<file path="config.mk">
export PLATFORM = sky130hd
export DESIGN_NAME = pixel_writer_flat
export DESIGN_NICKNAME = d
export VERILOG_FILES = /design/src/rtl/pixel_writer_if.sv /design/src/rtl/pixel_writer.sv /design/src/flat_wrapper.sv
export SDC_FILE = /design/constraint.sdc
export NUM_CORES = 1
export LEC_CHECK = 0
export CAP_MARGIN = 5
export CELL_PAD_IN_SITES_DETAIL_PLACEMENT = 0
export CELL_PAD_IN_SITES_GLOBAL_PLACEMENT = 1
export CORE_UTILIZATION = 52
export DETAILED_ROUTE_END_ITERATION = 8
export GPL_ROUTABILITY_DRIVEN = 1
export PLACE_DENSITY_LB_ADDON = 0.05
export SLEW_MARGIN = 20
export SYNTH_ARGS = -nofsm -noshare
export SYNTH_HDL_FRONTEND = slang
export SYNTH_SLANG_ARGS = --single-unit
</file>
<file path="constraint.sdc">
create_clock -name clk -period 6.6 [get_ports clk]
set_clock_uncertainty 0.1 [all_clocks]
set_input_delay 1.32 -clock clk [delete_from_list [all_inputs] [get_ports clk]]
set_output_delay 1.32 -clock clk [all_outputs]
set_load 0.01 [all_outputs]
</file>
<file path="src/rtl/pixel_writer_if.sv">
// Pixel stream and framebuffer write port of the pixel writer.
//   pix_valid/pix_ready  : rasteriser -> writer handshake
//   pix_x/pix_y          : 10-bit unsigned coordinates
//   pix_color/pix_last   : colour and end-of-primitive flag
//   fb_we/fb_addr/fb_data: framebuffer write request, held until fb_ack
//   fb_ack               : framebuffer accepted the write this cycle
// The slave modport is the writer; the master modport is its environment.
interface pixel_writer_if #(
    parameter int unsigned ADDR_W  = 19,
    parameter int unsigned COLOR_W = 8
);
    logic               pix_valid;
    logic               pix_ready;
    logic [9:0]         pix_x;
    logic [9:0]         pix_y;
    logic [COLOR_W-1:0] pix_color;
    logic               pix_last;
    logic               fb_we;
    logic [ADDR_W-1:0]  fb_addr;
    logic [COLOR_W-1:0] fb_data;
    logic               fb_ack;

    modport slave (
        input  pix_valid, pix_x, pix_y, pix_color, pix_last, fb_ack,
        output pix_ready, fb_we, fb_addr, fb_data
    );

    modport master (
        output pix_valid, pix_x, pix_y, pix_color, pix_last, fb_ack,
        input  pix_ready, fb_we, fb_addr, fb_data
    );
endinterface

</file>
<file path="src/rtl/pixel_writer.sv">
// pixel_writer: clips rasterised pixels to the visible frame, converts (x,y)
// to a linear framebuffer address and issues request/acknowledge writes.
// A small FIFO absorbs framebuffer stalls.
// Ports:
//   clk        : system clock
//   reset      : asynchronous, active-low reset
//   bus        : pixel stream in / framebuffer port out (pixel_writer_if.slave)
//   busy       : a pixel is in the stage register, the FIFO or in flight
//   done       : one-cycle pulse when the last pixel of a primitive retires
//   clip_count : saturating count of clipped pixels since reset
module pixel_writer #(
    parameter int unsigned H_RES      = 640,
    parameter int unsigned V_RES      = 480,
    parameter int unsigned ADDR_W     = 19,
    parameter int unsigned COLOR_W    = 8,
    parameter int unsigned FIFO_DEPTH = 4
) (
    input  logic             clk,
    input  logic             reset,
    pixel_writer_if.slave    bus,
    output logic             busy,
    output logic             done,
    output logic [15:0]      clip_count
);

    localparam int unsigned PTR_W = $clog2(FIFO_DEPTH);
    localparam int unsigned CNT_W = PTR_W + 1;

    // is_write=0 marks a clipped end-of-primitive: it retires without a write.
    typedef struct packed {
        logic               is_write;
        logic               last;
        logic [ADDR_W-1:0]  addr;
        logic [COLOR_W-1:0] color;
    } entry_t;

    typedef enum logic [0:0] {
        IDLE  = 1'b0,
        ISSUE = 1'b1
    } state_t;

    // Enable for pix_ready so it stays low while reset is held.
    logic               ready_en_r;

    // Stage 1 register
    logic               stage_valid_r;
    logic               stage_clip_r;
    logic               stage_last_r;
    logic [ADDR_W-1:0]  stage_addr_r;
    logic [COLOR_W-1:0] stage_color_r;

    // Write queue
    entry_t             mem_r [FIFO_DEPTH];
    logic [PTR_W-1:0]   wr_ptr_r;
    logic [PTR_W-1:0]   rd_ptr_r;
    logic [CNT_W-1:0]   count_r;

    // Issue FSM and registered outputs
    state_t             state_r;
    state_t             state_next_s;
    logic               fb_we_r;
    logic [ADDR_W-1:0]  fb_addr_r;
    logic [COLOR_W-1:0] fb_data_r;
    logic               done_r;
    logic [15:0]        clip_count_r;

    logic               fb_we_next_s;
    logic [ADDR_W-1:0]  fb_addr_next_s;
    logic [COLOR_W-1:0] fb_data_next_s;
    logic               done_next_s;
    logic               pop_s;

    logic [CNT_W-1:0]   occupancy_s;
    logic               pix_ready_s;
    logic               accept_s;
    logic               clip_s;
    logic [ADDR_W-1:0]  addr_s;
    logic               push_s;
    entry_t             push_entry_s;
    entry_t             head_s;
    logic               fifo_empty_s;

    // Input-side handshake, clipping and address arithmetic.
    // The stage register counts towards occupancy so a pixel accepted now
    // always finds a free FIFO slot on the next cycle.
    always_comb begin
        occupancy_s  = count_r + CNT_W'(stage_valid_r);
        pix_ready_s  = ready_en_r & (occupancy_s < CNT_W'(FIFO_DEPTH));
        accept_s     = bus.pix_valid & pix_ready_s;
        clip_s       = (32'(bus.pix_x) >= H_RES) | (32'(bus.pix_y) >= V_RES);
        addr_s       = (ADDR_W'(bus.pix_y) * ADDR_W'(H_RES)) + ADDR_W'(bus.pix_x);
        fifo_empty_s = (count_r == CNT_W'(0));
        head_s       = mem_r[rd_ptr_r];
        // Clipped pixels vanish unless they carry the end-of-primitive flag.
        push_s       = stage_valid_r & (~stage_clip_r | stage_last_r);
        push_entry_s.is_write = ~stage_clip_r;
        push_entry_s.last     = stage_last_r;
        push_entry_s.addr     = stage_addr_r;
        push_entry_s.color    = stage_color_r;
    end

    assign bus.pix_ready = pix_ready_s;

    // Ready enable: low in reset, high from the first clock after release.
    always_ff @(posedge clk or negedge reset) begin
        if (!reset) begin
            ready_en_r <= 1'b0;
        end else begin
            ready_en_r <= 1'b1;
        end
    end

    // Stage 1 register: captures one accepted pixel per cycle.
    always_ff @(posedge clk or negedge reset) begin
        if (!reset) begin
            stage_valid_r <= 1'b0;
            stage_clip_r  <= 1'b0;
            stage_last_r  <= 1'b0;
            stage_addr_r  <= '0;
            stage_color_r <= '0;
        end else begin
            stage_valid_r <= accept_s;
            if (accept_s) begin
                stage_clip_r  <= clip_s;
                stage_last_r  <= bus.pix_last;
                stage_addr_r  <= addr_s;
                stage_color_r <= bus.pix_color;
            end
        end
    end

    // Clipped-pixel counter, saturating at all ones.
    always_ff @(posedge clk or negedge reset) begin
        if (!reset) begin
            clip_count_r <= 16'h0000;
        end else if (stage_valid_r && stage_clip_r && (clip_count_r != 16'hFFFF)) begin
            clip_count_r <= clip_count_r + 16'h0001;
        end
    end

    // Write queue storage and pointers; pointers wrap at the power-of-two depth.
    always_ff @(posedge clk or negedge reset) begin
        if (!reset) begin
            for (int unsigned i = 0; i < FIFO_DEPTH; i++) begin
                mem_r[i] <= '0;
            end
            wr_ptr_r <= '0;
            rd_ptr_r <= '0;
            count_r  <= '0;
        end else begin
            if (push_s) begin
                mem_r[wr_ptr_r] <= push_entry_s;
                wr_ptr_r        <= wr_ptr_r + PTR_W'(1);
            end
            if (pop_s) begin
                rd_ptr_r <= rd_ptr_r + PTR_W'(1);
            end
            case ({push_s, pop_s})
                2'b10:   count_r <= count_r + CNT_W'(1);
                2'b01:   count_r <= count_r - CNT_W'(1);
                default: count_r <= count_r;
            endcase
        end
    end

    // Issue FSM next state and next output values.
    // The head entry stays queued while its write is in flight and is popped
    // only on acknowledge, so it keeps occupying a slot during a stall.
    always_comb begin
        state_next_s   = state_r;
        fb_we_next_s   = fb_we_r;
        fb_addr_next_s = fb_addr_r;
        fb_data_next_s = fb_data_r;
        done_next_s    = 1'b0;
        pop_s          = 1'b0;
        case (state_r)
            IDLE: begin
                if (!fifo_empty_s) begin
                    if (!head_s.is_write) begin
                        pop_s       = 1'b1;
                        done_next_s = head_s.last;
                    end else begin
                        fb_we_next_s   = 1'b1;
                        fb_addr_next_s = head_s.addr;
                        fb_data_next_s = head_s.color;
                        state_next_s   = ISSUE;
                    end
                end else begin
                    state_next_s = IDLE;
                end
            end
            ISSUE: begin
                if (bus.fb_ack) begin
                    pop_s        = 1'b1;
                    fb_we_next_s = 1'b0;
                    done_next_s  = head_s.last;
                    state_next_s = IDLE;
                end else begin
                    state_next_s = ISSUE;
                end
            end
            default: begin
                state_next_s = IDLE;
                fb_we_next_s = 1'b0;
            end
        endcase
    end

    // Issue FSM state and registered framebuffer outputs.
    always_ff @(posedge clk or negedge reset) begin
        if (!reset) begin
            state_r   <= IDLE;
            fb_we_r   <= 1'b0;
            fb_addr_r <= '0;
            fb_data_r <= '0;
            done_r    <= 1'b0;
        end else begin
            state_r   <= state_next_s;
            fb_we_r   <= fb_we_next_s;
            fb_addr_r <= fb_addr_next_s;
            fb_data_r <= fb_data_next_s;
            done_r    <= done_next_s;
        end
    end

    assign bus.fb_we   = fb_we_r;
    assign bus.fb_addr = fb_addr_r;
    assign bus.fb_data = fb_data_r;
    assign done        = done_r;
    assign clip_count  = clip_count_r;
    assign busy        = stage_valid_r | ~fifo_empty_s | fb_we_r;

endmodule
</file>
<file path="src/flat_wrapper.sv">
// flat-port wrapper written by rule: the top's interface ports become plain ports
module pixel_writer_flat 
#(
    parameter int unsigned H_RES      = 640,
    parameter int unsigned V_RES      = 480,
    parameter int unsigned ADDR_W     = 19,
    parameter int unsigned COLOR_W    = 8,
    parameter int unsigned FIFO_DEPTH = 4
)
  (clk, reset, busy, done, clip_count, bus_pix_valid, bus_pix_x, bus_pix_y, bus_pix_color, bus_pix_last, bus_fb_ack, bus_pix_ready, bus_fb_we, bus_fb_addr, bus_fb_data);
  pixel_writer_if #(.ADDR_W(ADDR_W), .COLOR_W(COLOR_W)) bus_i ();
  input  logic clk;
  input  logic reset;
  output logic busy;
  output logic done;
  output logic [15:0] clip_count;
  input wire logic [$bits(bus_i.pix_valid)-1:0] bus_pix_valid;
  input wire logic [$bits(bus_i.pix_x)-1:0] bus_pix_x;
  input wire logic [$bits(bus_i.pix_y)-1:0] bus_pix_y;
  input wire logic [$bits(bus_i.pix_color)-1:0] bus_pix_color;
  input wire logic [$bits(bus_i.pix_last)-1:0] bus_pix_last;
  input wire logic [$bits(bus_i.fb_ack)-1:0] bus_fb_ack;
  output wire logic [$bits(bus_i.pix_ready)-1:0] bus_pix_ready;
  output wire logic [$bits(bus_i.fb_we)-1:0] bus_fb_we;
  output wire logic [$bits(bus_i.fb_addr)-1:0] bus_fb_addr;
  output wire logic [$bits(bus_i.fb_data)-1:0] bus_fb_data;
  assign bus_i.pix_valid = bus_pix_valid;
  assign bus_i.pix_x = bus_pix_x;
  assign bus_i.pix_y = bus_pix_y;
  assign bus_i.pix_color = bus_pix_color;
  assign bus_i.pix_last = bus_pix_last;
  assign bus_i.fb_ack = bus_fb_ack;
  assign bus_pix_ready = bus_i.pix_ready;
  assign bus_fb_we = bus_i.fb_we;
  assign bus_fb_addr = bus_i.fb_addr;
  assign bus_fb_data = bus_i.fb_data;
  pixel_writer #(.H_RES(H_RES), .V_RES(V_RES), .ADDR_W(ADDR_W), .COLOR_W(COLOR_W), .FIFO_DEPTH(FIFO_DEPTH)) u_core (.clk(clk), .reset(reset), .bus(bus_i), .busy(busy), .done(done), .clip_count(clip_count));
endmodule
</file>
# Word-level counts from Yosys, hierarchy flattened

Cells that the tools add are included.

Bits in registers: 200
Input port bits: 33
Output and inout bits: 47
Word-level logic and storage cells: 93

Add/subtract/negate cells: 7
Multiply operators: 1
Order comparisons: 6
Equality and inequality tests: 6
Multiplexer cells: 23
Bitwise gates (word level): 12
Reduce and logical (&&, ||, !) cells: 7

Operator list:

| kind                                                               | count |
|---|---|
| bitwise mux 116 bit                                                | 1 |
| 2-to-1 mux 29 bit                                                  | 3 |
| binary-select mux 29 bit (select 2 bit)                            | 1 |
| demux 29 bit (select 2 bit)                                        | 1 |
| adder 19 x 10 -> 19 bit                                            | 1 |
| adder 16 x 1 -> 16 bit, second input constant                      | 1 |
| inequality test 16 bit, second input constant                      | 1 |
| multiplier 10 x 3 -> 12 bit, second input constant                 | 1 |
| 2-to-1 mux 1 bit                                                   | 12 |
| greater-or-equal comparator 10 bit, second input constant          | 1 |
| greater-or-equal comparator 10 x 9 -> 1 bit, second input constant | 1 |
| case mux 1 bit (2 select lines)                                    | 4 |
| greater-or-equal comparator 3 bit, second input constant           | 2 |
| NOT 2 -> 3 bit                                                     | 2 |
| case mux 3 bit (2 select lines)                                    | 1 |
| AND reduction 3 bit                                                | 2 |
| adder 2 x 1 -> 2 bit, second input constant                        | 2 |
| inequality test 2 bit, second input constant                       | 2 |
| OR 1 bit                                                           | 4 |
| adder 3 x 1 -> 3 bit                                               | 1 |
| adder 3 x 1 -> 3 bit, second input constant                        | 1 |
| bitwise AND 1 bit                                                  | 3 |
| logical AND 1 bit                                                  | 3 |
| zero test 3 bit                                                    | 1 |
| 8 further kinds                                                    | 10 |

# Logic depth before layout (Yosys ltp)

Gate-level depths: netlist of the first run.

Depth after elaboration: 9
Mapped depth: 10
Depth with buffers taken out: 9

# Worst setup path after synthesis of the first run

No wires, ideal clock.

Path type: input-to-reg
Start point: in bus_pix_y[1]
End point: reg u_core.stage_addr_r[18]
Library setup time: 0.069 ns
Data arrival time: 3.522 ns
Required time: 6.431 ns
Path slack: 2.909 ns
Stages: 9
Buffers on the path: 0
Cells stage by stage: ha_1 ha_1 fa_1 a21o_1 a221oi_2 xnor2_2 nand4_1 or4_1 nand3_1

Longest elaborated chain between the ends: 2

Ends and longest elaborated chain:

| what                        | RTL line            | text |
|---|---|---|
| from (decl)                 | flat_wrapper.sv:19  | `input wire logic [$bits(bus_i.pix_y)-1:0] bus_pix_y;` |
| multiplier 10 x 3 -> 12 bit | pixel_writer.sv:91  | `addr_s = (ADDR_W'(bus.pix_y) * ADDR_W'(H_RES)) + ADDR_W'(bus.pix_x);` |
| adder 19 x 10 -> 19 bit     | pixel_writer.sv:91  |  |
| to (signal assigned)        | pixel_writer.sv:126 | `stage_addr_r <= addr_s;` |
| to (decl)                   | pixel_writer.sv:49  | `logic [ADDR_W-1:0] stage_addr_r;` |

Every way passes these cells.
A chain may end at the register's enable or synchronous reset.

# Worst setup path in the final report of the first run

Same ends and word-level chain as after synthesis.

==> results of run 1 <==
[metal layers]
metal | wire length [µm] | up-vias | share of wire (%) | GRT usage, %
met3 | 416 | 15 | 2.4 | 3.175
met2 | 8559 | 77 | 50 | 35.32
li1 | - | 2495 | - | -
met1 | 8038 | 2776 | 47 | 28.48
met4 | 192 | 0 | 1.1 | 6.367
met5 | 0 | - | 0 | 0
[registers in the layout, indices dropped and copies added, names as in the netlist, 2 cells and up]
name / count
u_core.stage_color_r: 8
u_core.bus.fb_addr: 19
u_core.stage_addr_r: 19
u_core.mem_r: 116
u_core.bus.fb_data: 8
u_core.count_r: 3
u_core.wr_ptr_r: 2
u_core.rd_ptr_r: 2
u_core.clip_count: 16
[critical path, cell delays in order]
cell and delay, ns:
clkdlybuf4s50_1 0.45, ha_1 0.32, ha_1 0.24, fa_1 0.41, a21o_1 0.24, a221oi_2 0.30, xnor2_2 0.17, nand4_1 0.13
or4_1 0.48, nand3_1 0.07
[worst min path at each step]
stage                                        startpoint                       endpoint  depth (start not counted)
after floorplan            u_core.mem_r[57]$_DFFE_PN0P_   u_core.mem_r[57]$_DFFE_PN0P_                          2
after global placement    u_core.mem_r[115]$_DFFE_PN0P_  u_core.mem_r[115]$_DFFE_PN0P_                          2
after detailed placement   u_core.mem_r[28]$_DFFE_PN0P_   u_core.mem_r[28]$_DFFE_PN0P_                          2
after CTS                  u_core.mem_r[28]$_DFFE_PN0P_   u_core.mem_r[28]$_DFFE_PN0P_                          2
after global routing       u_core.mem_r[54]$_DFFE_PN0P_   u_core.mem_r[54]$_DFFE_PN0P_                          1
final                      u_core.mem_r[28]$_DFFE_PN0P_   u_core.mem_r[28]$_DFFE_PN0P_                          2
[power by group]
part | leakage (µW) | switching (µW) | total [µW] | internal, µW
clock | 0.000275 | 478 | 1010 | 530
combinational | 0.00213 | 596 | 1370 | 774
sequential | 0.00263 | 295 | 1950 | 1660
total | 0.00504 | 1370 | 4330 | 2960
[Yosys cell counts, types with 3 or more instances]
library cell  number  area share (%)
nor3_1             5            0.28
o211ai_1           4            0.33
nand2_1           89             3.7
nand4_1            8            0.55
o21ai_0           16            0.88
fa_1               3            0.66
nand3_1            9            0.50
nor2_1            14            0.58
ha_1              25             3.5
dfrtp_1          200              55
mux4_2            29             7.2
clkbuf_1           7            0.29
mux2_2           124              15
inv_1             14            0.58
o21a_1             3            0.25
or4_1              3            0.25
buf_2             18            0.99
xnor2_1           16             1.5
xor2_1            15             1.4
mux2_1            16             2.0
[placed cells by master, fill, tap and decap left out, drive strengths merged, types with 2 or more instances in the layout]
cell / synthesis / final
clkinv: 0 / 3
o31ai: 2 / 2
nand4: 8 / 8
mux4: 29 / 29
clkbuf: 7 / 17
inv: 14 / 22
xor2: 16 / 16
and4: 2 / 2
nor3: 6 / 6
nand3: 9 / 9
a221oi: 2 / 2
dfrtp: 200 / 200
fa: 3 / 3
nand2: 90 / 90
o21bai: 2 / 2
xnor2: 18 / 18
or2: 2 / 2
o21ai: 18 / 18
nor2: 15 / 15
or4: 3 / 3
buf: 21 / 10
clkdlybuf4s50: 0 / 78
mux2: 140 / 140
and3: 2 / 2
a21oi: 4 / 4
a21o: 3 / 3
clkinvlp: 0 / 2
ha: 25 / 25
o21a: 3 / 3
o211ai: 4 / 4
[through the flow]
stage	total power [µW]	hold slack [ns]	setup WS (ns)	area [µm²]
finish	4332	0.3872	2.733	10640
floorplan	2891	0.3446	2.909	9065
global route	4615	0.4070	2.563	10640
CTS	4382	0.3864	2.739	10610
detailed placement	3371	0.3705	2.281	10050
global placement	3283	0.3579	2.320	10050
[cells by family after synthesis]
family / synth area share (%)
adder cells (fa/ha/maj): 4.113
flip-flops: 55.21
AO/OA/AOI/OAI: 3.354
buffers and inverters: 2.195
AND/OR/NAND/NOR: 6.846
XOR/XNOR: 3.534
multiplexers: 24.71
other: 0.04137
[cell type report]
cell class                 instances  area [µm²]  share of cell area, %
clock buffer                      17       425.4                  3.997
clock inverter                    14       138.9                  1.305
inverter                          14       52.55                 0.4938
multi-input combinational        416        3861                  36.28
sequential                       200        5006                  47.04
tap                              220       275.3                  2.586
timing repair buffer              88       883.3                  8.300
==> results.md, run 1 <==
Run status:
- The flow ran to the end, and the final reports show no timing, DRC or antenna violations.

Timing:
- The sum of negative setup slack is 0 ns.
- The worst slew margin relative to its limit is 35.69%.
- The time the final worst path needs with I/O delays and setup is 3.867 ns.
- Dividing the final minimum period by the clock period gives 58.59%.
- The number of setup violations in the final report is 0.
- The number of pins exceeding their max-slew limit in the final report is 0.
- The measured slew at the worst slew-check pin is 0.9636 ns.
- The number of failing hold endpoints at the final stage came to 0.
- Timing would allow up to 258.6 MHz.
- Setup repair after global routing left no endpoint under its margin.

Clocking:
- TritonCTS built the clock tree.
- For this design, the CTS-stage hold fixing added 0 buffers.
- The clock latency at the later pin of the worst-skew pair is 0.43 ns.
- The cell at the root of the clock tree is clkbuf_16.
- In this run the post-CTS setup repair buffer count came out at 0.
- The H-tree generated during clock tree synthesis spans 4 levels.
- The number of buffers created by CTS is 17.
- The number of cells upsized or downsized after cts is 0.
- The longest clock path from root to sink contains 2 buffers.
- The clock drives 200 sinks.
- The CTS clock-pin slew for the worst setup and hold paths is 0.07 ns.

Yosys:
- The cell count after synthesis came out at 658.
- In the synthesized netlist the dominant register cell turns out to be dfrtp_1.
- In this run, synthesis produced a sequential element count of 200.
- The number of nets in the synthesized netlist is 719.
- A synthesized cell averages about 14 µm².
- In this run, distinct cell masters in the synthesized netlist total 53.
- In the synthesized netlist the async set-or-reset flop fraction comes to 100.0%.
- The synthesized design contains 0 enable-type register cells.
- The share of the Yosys chip area taken by registers is a little under three fifths.
- The cell area after technology mapping is between 9000 and 10,000 µm².
- During synthesis, Yosys emitted a total of 0 warnings.

Die:
- The die covers 17,960 µm².
- From bottom edge to top edge, the die measures 134.0 µm.
- After floorplanning, the core was divided into 47 placement rows.
- The floorplan step defined a core boundary enclosing 16,820 µm².
- From left edge to right edge, the die measures 134.0 µm.
- The effective utilization at floorplan is 53.90%.
- 80 I/O pins were placed.

Power and ir drop:
- The cell area power density is 407.0 nW/µm².
- IR analysis of the VDD net gives a maximum drop of 0.2122 mV.
- For this design the static power due to leakage is 0.005035 µW.

Drt:
- In this run, the number of DRC markers left after iteration 0 of detailed routing was 220.
- The final routed wire length divided by cell count is 17.76 µm.
- In the routed design, unresolved DRC markers number 0.
- The via count is 5,363.
- The detail route stage leaves a number of antenna-violating nets equal to 0.
- Using the TritonRoute via totals, the vias-per-cell ratio works out to about 5.5.
- The sum of routed wire length over all layers is 17,210 µm.
- The first detailed-routing pass ran for 4 iterations.

Worst setup path:
- STA classifies the critical path startpoint as an input port.
- The critical path class is in2reg.
- The slack of the worst reg-to-reg path is approximately 3.4 ns.
- Of all nets on the critical path, the largest fanout is 3.
- The worst path required time is 6.87 ns.
- The number of cells on the worst reg-to-reg path is 9.
- The start of the worst register-to-register path is u_core.rd_ptr_r[0]$_DFFE_PN0P_.
- The startpoint of the most critical setup path is bus_pix_y[1].
- At the worst endpoint, the arrival time is 4.13 ns.
- The worst setup path is captured at a flip-flop.
- The critical path ends at u_core.stage_addr_r[18]$_DFFE_PN0P_.
- The reg-to-reg endpoint is u_core.count_r[2]$_DFFE_PN0P_.

Global routing:
- The initial antenna violation count is 0.
- Summed over all layers, the global routing overflow is 0.
- Entering global routing, the biggest net connects 145 pins.
- The first-pass GRT wire length is 29,150 µm.
- The number of global-route vias before repair is 5,702.
- The global-route usage over all layers is 21.04%.

Worst hold path:
- The path class of the tightest hold or removal check is reg2reg.

Layout:
- The fraction of final layout cells with drive strength greater than 1 is 28.04%.
- The fraction of the core area covered by cells at the end of the flow is roughly 63%.
- In the final design database the tool counted 798 nets.
- The final instance count without filler cells is a little under 1,000.
- The area growth from synthesis to layout is 17.41%.
- The number of diodes added for antenna fixing is 0.
- The layout has 1,352 filler cells.

Job:
- The max capacitance violation total is 0.

Placed design:
- The number of I/O port buffers is ~80.
- The final RePlAce weighted congestion is 0.7439.
- Counting tap cells, the placed design contains a total of ~940 instances.
- The detailed-placement wirelength estimate is 10,920 µm.
(Power assumes the default switching activity.)
==> inputs of run 2 (changes only) <==
CORE_UTILIZATION = 48   (was 52)
clock period = 3.6 ns   (was 6.6 ns; I/O delays follow)
==> results.md, run 2 (synthesis results as in run 1) <==
Run status:
- The flow ran to the end, and the final reports show no timing, DRC or antenna violations.

Layout:
- The register with the most flip-flops in the layout has 116 of them.
- The final instance count without filler cells is 988.
- The repair_antennas step left the layout with diodes totalling 0.
- The area growth from synthesis to layout is 18.59%.
- Leaving out fill and tap cells, the most frequent cell in the layout is dfrtp_1.
- Counting the fill cells in the layout gives between 1,000 and 1,500.
- The fraction of the core area covered by cells at the end of the flow is approximately three fifths.
- In the layout the commonest cells are 199 x dfrtp_1, 124 x mux2_2, 89 x nand2_1.
- The sequential cell area is roughly 5000 µm².
- Summing all multi-input logic gate instances after layout gives 3861 µm².
- The register ranked first by flip-flop count is u_core.mem_r.
- Summing all non-filler instances in the final layout gives an area of about 11,000 µm².
- For this run, the post-layout net count is 807.
- The fraction of final layout cells with drive strength greater than 1 is 28.99%.

Placed design:
- The instance area at placement is 10,170 µm².
- During placement, the flow inserted port buffers numbering 79.
- The HPWL after detailed placement is 11,330 µm.
- The placed cell count is 956.
- The final RePlAce weighted congestion is 0.7962.

Power and ir drop:
- The share of total power dissipated in combinational logic is a little under a third.
- Total power for the finished layout comes to 8004 µW.
- The switching component of the power is around 2500 µW.
- In this run, flip-flops and latches consume 44.8% of the power.
- The clock power share is about a quarter.
- The switching share of power is 31.51%.
- The internal power contribution is 5482 µW.
- Across the VDD grid, the largest voltage drop is 0.3451 mV.
- The cell area power density is between 700 and 800 nW/µm².
- Summed over all cells, the static leakage comes to between 0.005 and 0.006 µW.

Clocking:
- The cell at the root of the clock tree is clkbuf_16.
- The number of clock sinks is 200.
- The CTS tree is built.
- The worst-case clock buffer depth is 2.
- The CTS clock-pin slew for the worst setup and hold paths is 0.07 ns.
- After clock tree synthesis, the setup repair step added 0 buffers.
- The maximum level of the CTS H-tree is 4.
- After clock tree synthesis, the flow added hold-fix buffers numbering 0.
- The clock latency at the later pin of the worst-skew pair is 0.43 ns.
- Buffers inserted during clock tree synthesis total 17.
- Gates resized during post-CTS repair numbered 0.

Worst setup path:
- The startpoint of the most critical setup path is bus_pix_y[1].
- The data arrival time at the worst-slack endpoint is about 3.5 ns.
- The worst setup path is of the in2reg kind.
- The worst setup path is captured at a flip-flop.
- The start of the worst register-to-register path is u_core.rd_ptr_r[0]$_DFFE_PN0P_.
- Along the worst path, the maximum fanout reaches 3.
- The slack of the worst reg-to-reg path is 0.92 ns.
- The kind of launch point of the worst setup path is an input port.
- STA puts the critical path data required time at 3.86 ns.

Drt:
- The sum of routed wire length over all layers is 17,470 µm.
- After detailed routing, the met2 layer carries between 8000 and 9000 µm of wire.
- In the final routing, the length of wire on met1 measures 8139 µm.
- The routed wire length on met3 is 549 µm.
- Before antenna repair, the detailed router went through 4 iterations.
- Using the TritonRoute via totals, the vias-per-cell ratio works out to about 5.4.
- The number of nets with antenna violations after detailed routing is 0.
- For this run, design rule violations remaining after detail routing come to 0.
- In the final routed layout, each cell accounts on average for 17.68 µm.
- The highest metal layer used by the detailed router is met4.
- The via count is 5,352.
- The number of violations reported at the end of detailed-routing iteration 0 is ~180.

Timing:
- The clock period could shrink to 3.192 ns.
- The number of failing hold endpoints at the final stage is 0.
- The fmax is around 310 MHz.
- The worst slew margin relative to its limit is between 40% and 50%.
- Setup repair after global routing left no endpoint under its margin.
- The number of pins exceeding their max-slew limit in the final report was 0.
- For the pin with the worst max-slew slack, the measured transition is 0.8236 ns.
- Adding up every negative setup slack in the final design gives 0 ns.
- Of the available clock period, the critical path in the final layout requires 88.66%.
- Setup violations remaining at the end of the flow were counted as 0.

Die:
- In this run the count of I/O pins placed on the die edge is 80.
- The die is ~140 µm wide.
- The die area is about 20,000 µm².
- The floorplan has 49 rows.
- The effective utilization at floorplan is roughly 50%.
- The standard cell core area is 18,210 µm².
- The die is 139.4 µm tall.

Global routing:
- The total overflow reported by the global router is 0.
- The first global-routing pass estimated 29,680 µm of wire.
- Entering global routing, the biggest net connects 102 pins.
- The initial antenna violation count is 0.
- The number of global-route vias before repair is 5,691.
- The global-route usage over all layers is between 15 and 20%.

Job:
- Across the run, the number of max-cap violations was 0.

Worst hold path:
- The min-delay analysis places its worst path in the category in2async.
==> run 2: cell count changes in the layout (fill, tap and decap cells not counted) <==
cell        delta
buf_4          +7
buf_12         +3
clkbuf_8       +2
buf_16         -1
buf_8          -1
clkinvlp_4     +1
inv_6          -1
==> run 2: layout make-up <==
| cell class | instances | area share, % |
|---|---|---|
| inverters | 14 | 0.4888 |
| flip-flops and latches | 200 | 46.57 |
| clock buffers | 18 | 4.085 |
| multi-input cells | 416 | 35.92 |
| well taps | 229 | 2.665 |
| clock inverters | 14 | 1.280 |
| repair buffers | 97 | 8.997 |
==> run 2: power by group through the flow <==
stage          logic, µW  registers [µW]  clock network [µW]
3_3_place_gp        2520            3570                   0
4_1_cts             2610            3590                1920
3_5_place_dp        2600            3630                   0
5_1_grt             2800            3710                2030
2_1_floorplan       1790            3520                   0
6_report            2550            3590                1870
==> run 2: per-stage QoR <==
| stage | hold WS [ns] | setup WS (ns) |
|---|---|---|
| after floorplan | 0.3244 | 0.5094 |
| after global placement | 0.3605 | -0.01944 |
| after detailed placement | 0.3699 | -0.03646 |
| after CTS | 0.3161 | 0.4011 |
| after global routing | 0.3251 | 0.2566 |
| final | 0.2698 | 0.4082 |
==> run 2: worst paths after layout <==
kind | end | depth (start not counted)
max | u_core.stage_addr_r[18]$_DFFE_PN0P_ | 10
min | u_core.bus.fb_addr[1]$_DFFE_PN0P_ | 1
max reg2reg | u_core.count_r[2]$_DFFE_PN0P_ | 8
min reg2reg | u_core.mem_r[28]$_DFFE_PN0P_ | 2
max in group asynchronous | u_core.rd_ptr_r[0]$_DFFE_PN0P_ | 2
min in group clk | u_core.mem_r[28]$_DFFE_PN0P_ | 2
==> run 2: per-layer routing <==
metal | vias up | GRT usage (%)
met3 | 10 | 3.854
met2 | 78 | 33.62
li1 | 2517 | -
met5 | - | 0
met4 | 0 | 4.912
met1 | 2747 | 25.89
==> run 2: critical path, cell delays in order <==
cell             delay (ns)
clkdlybuf4s50_1        0.43
ha_1                   0.31
ha_1                   0.22
fa_1                   0.41
a21o_1                 0.24
a221oi_2               0.30
xnor2_2                0.15
nand4_1                0.12
or4_1                  0.48
nand3_1                0.08
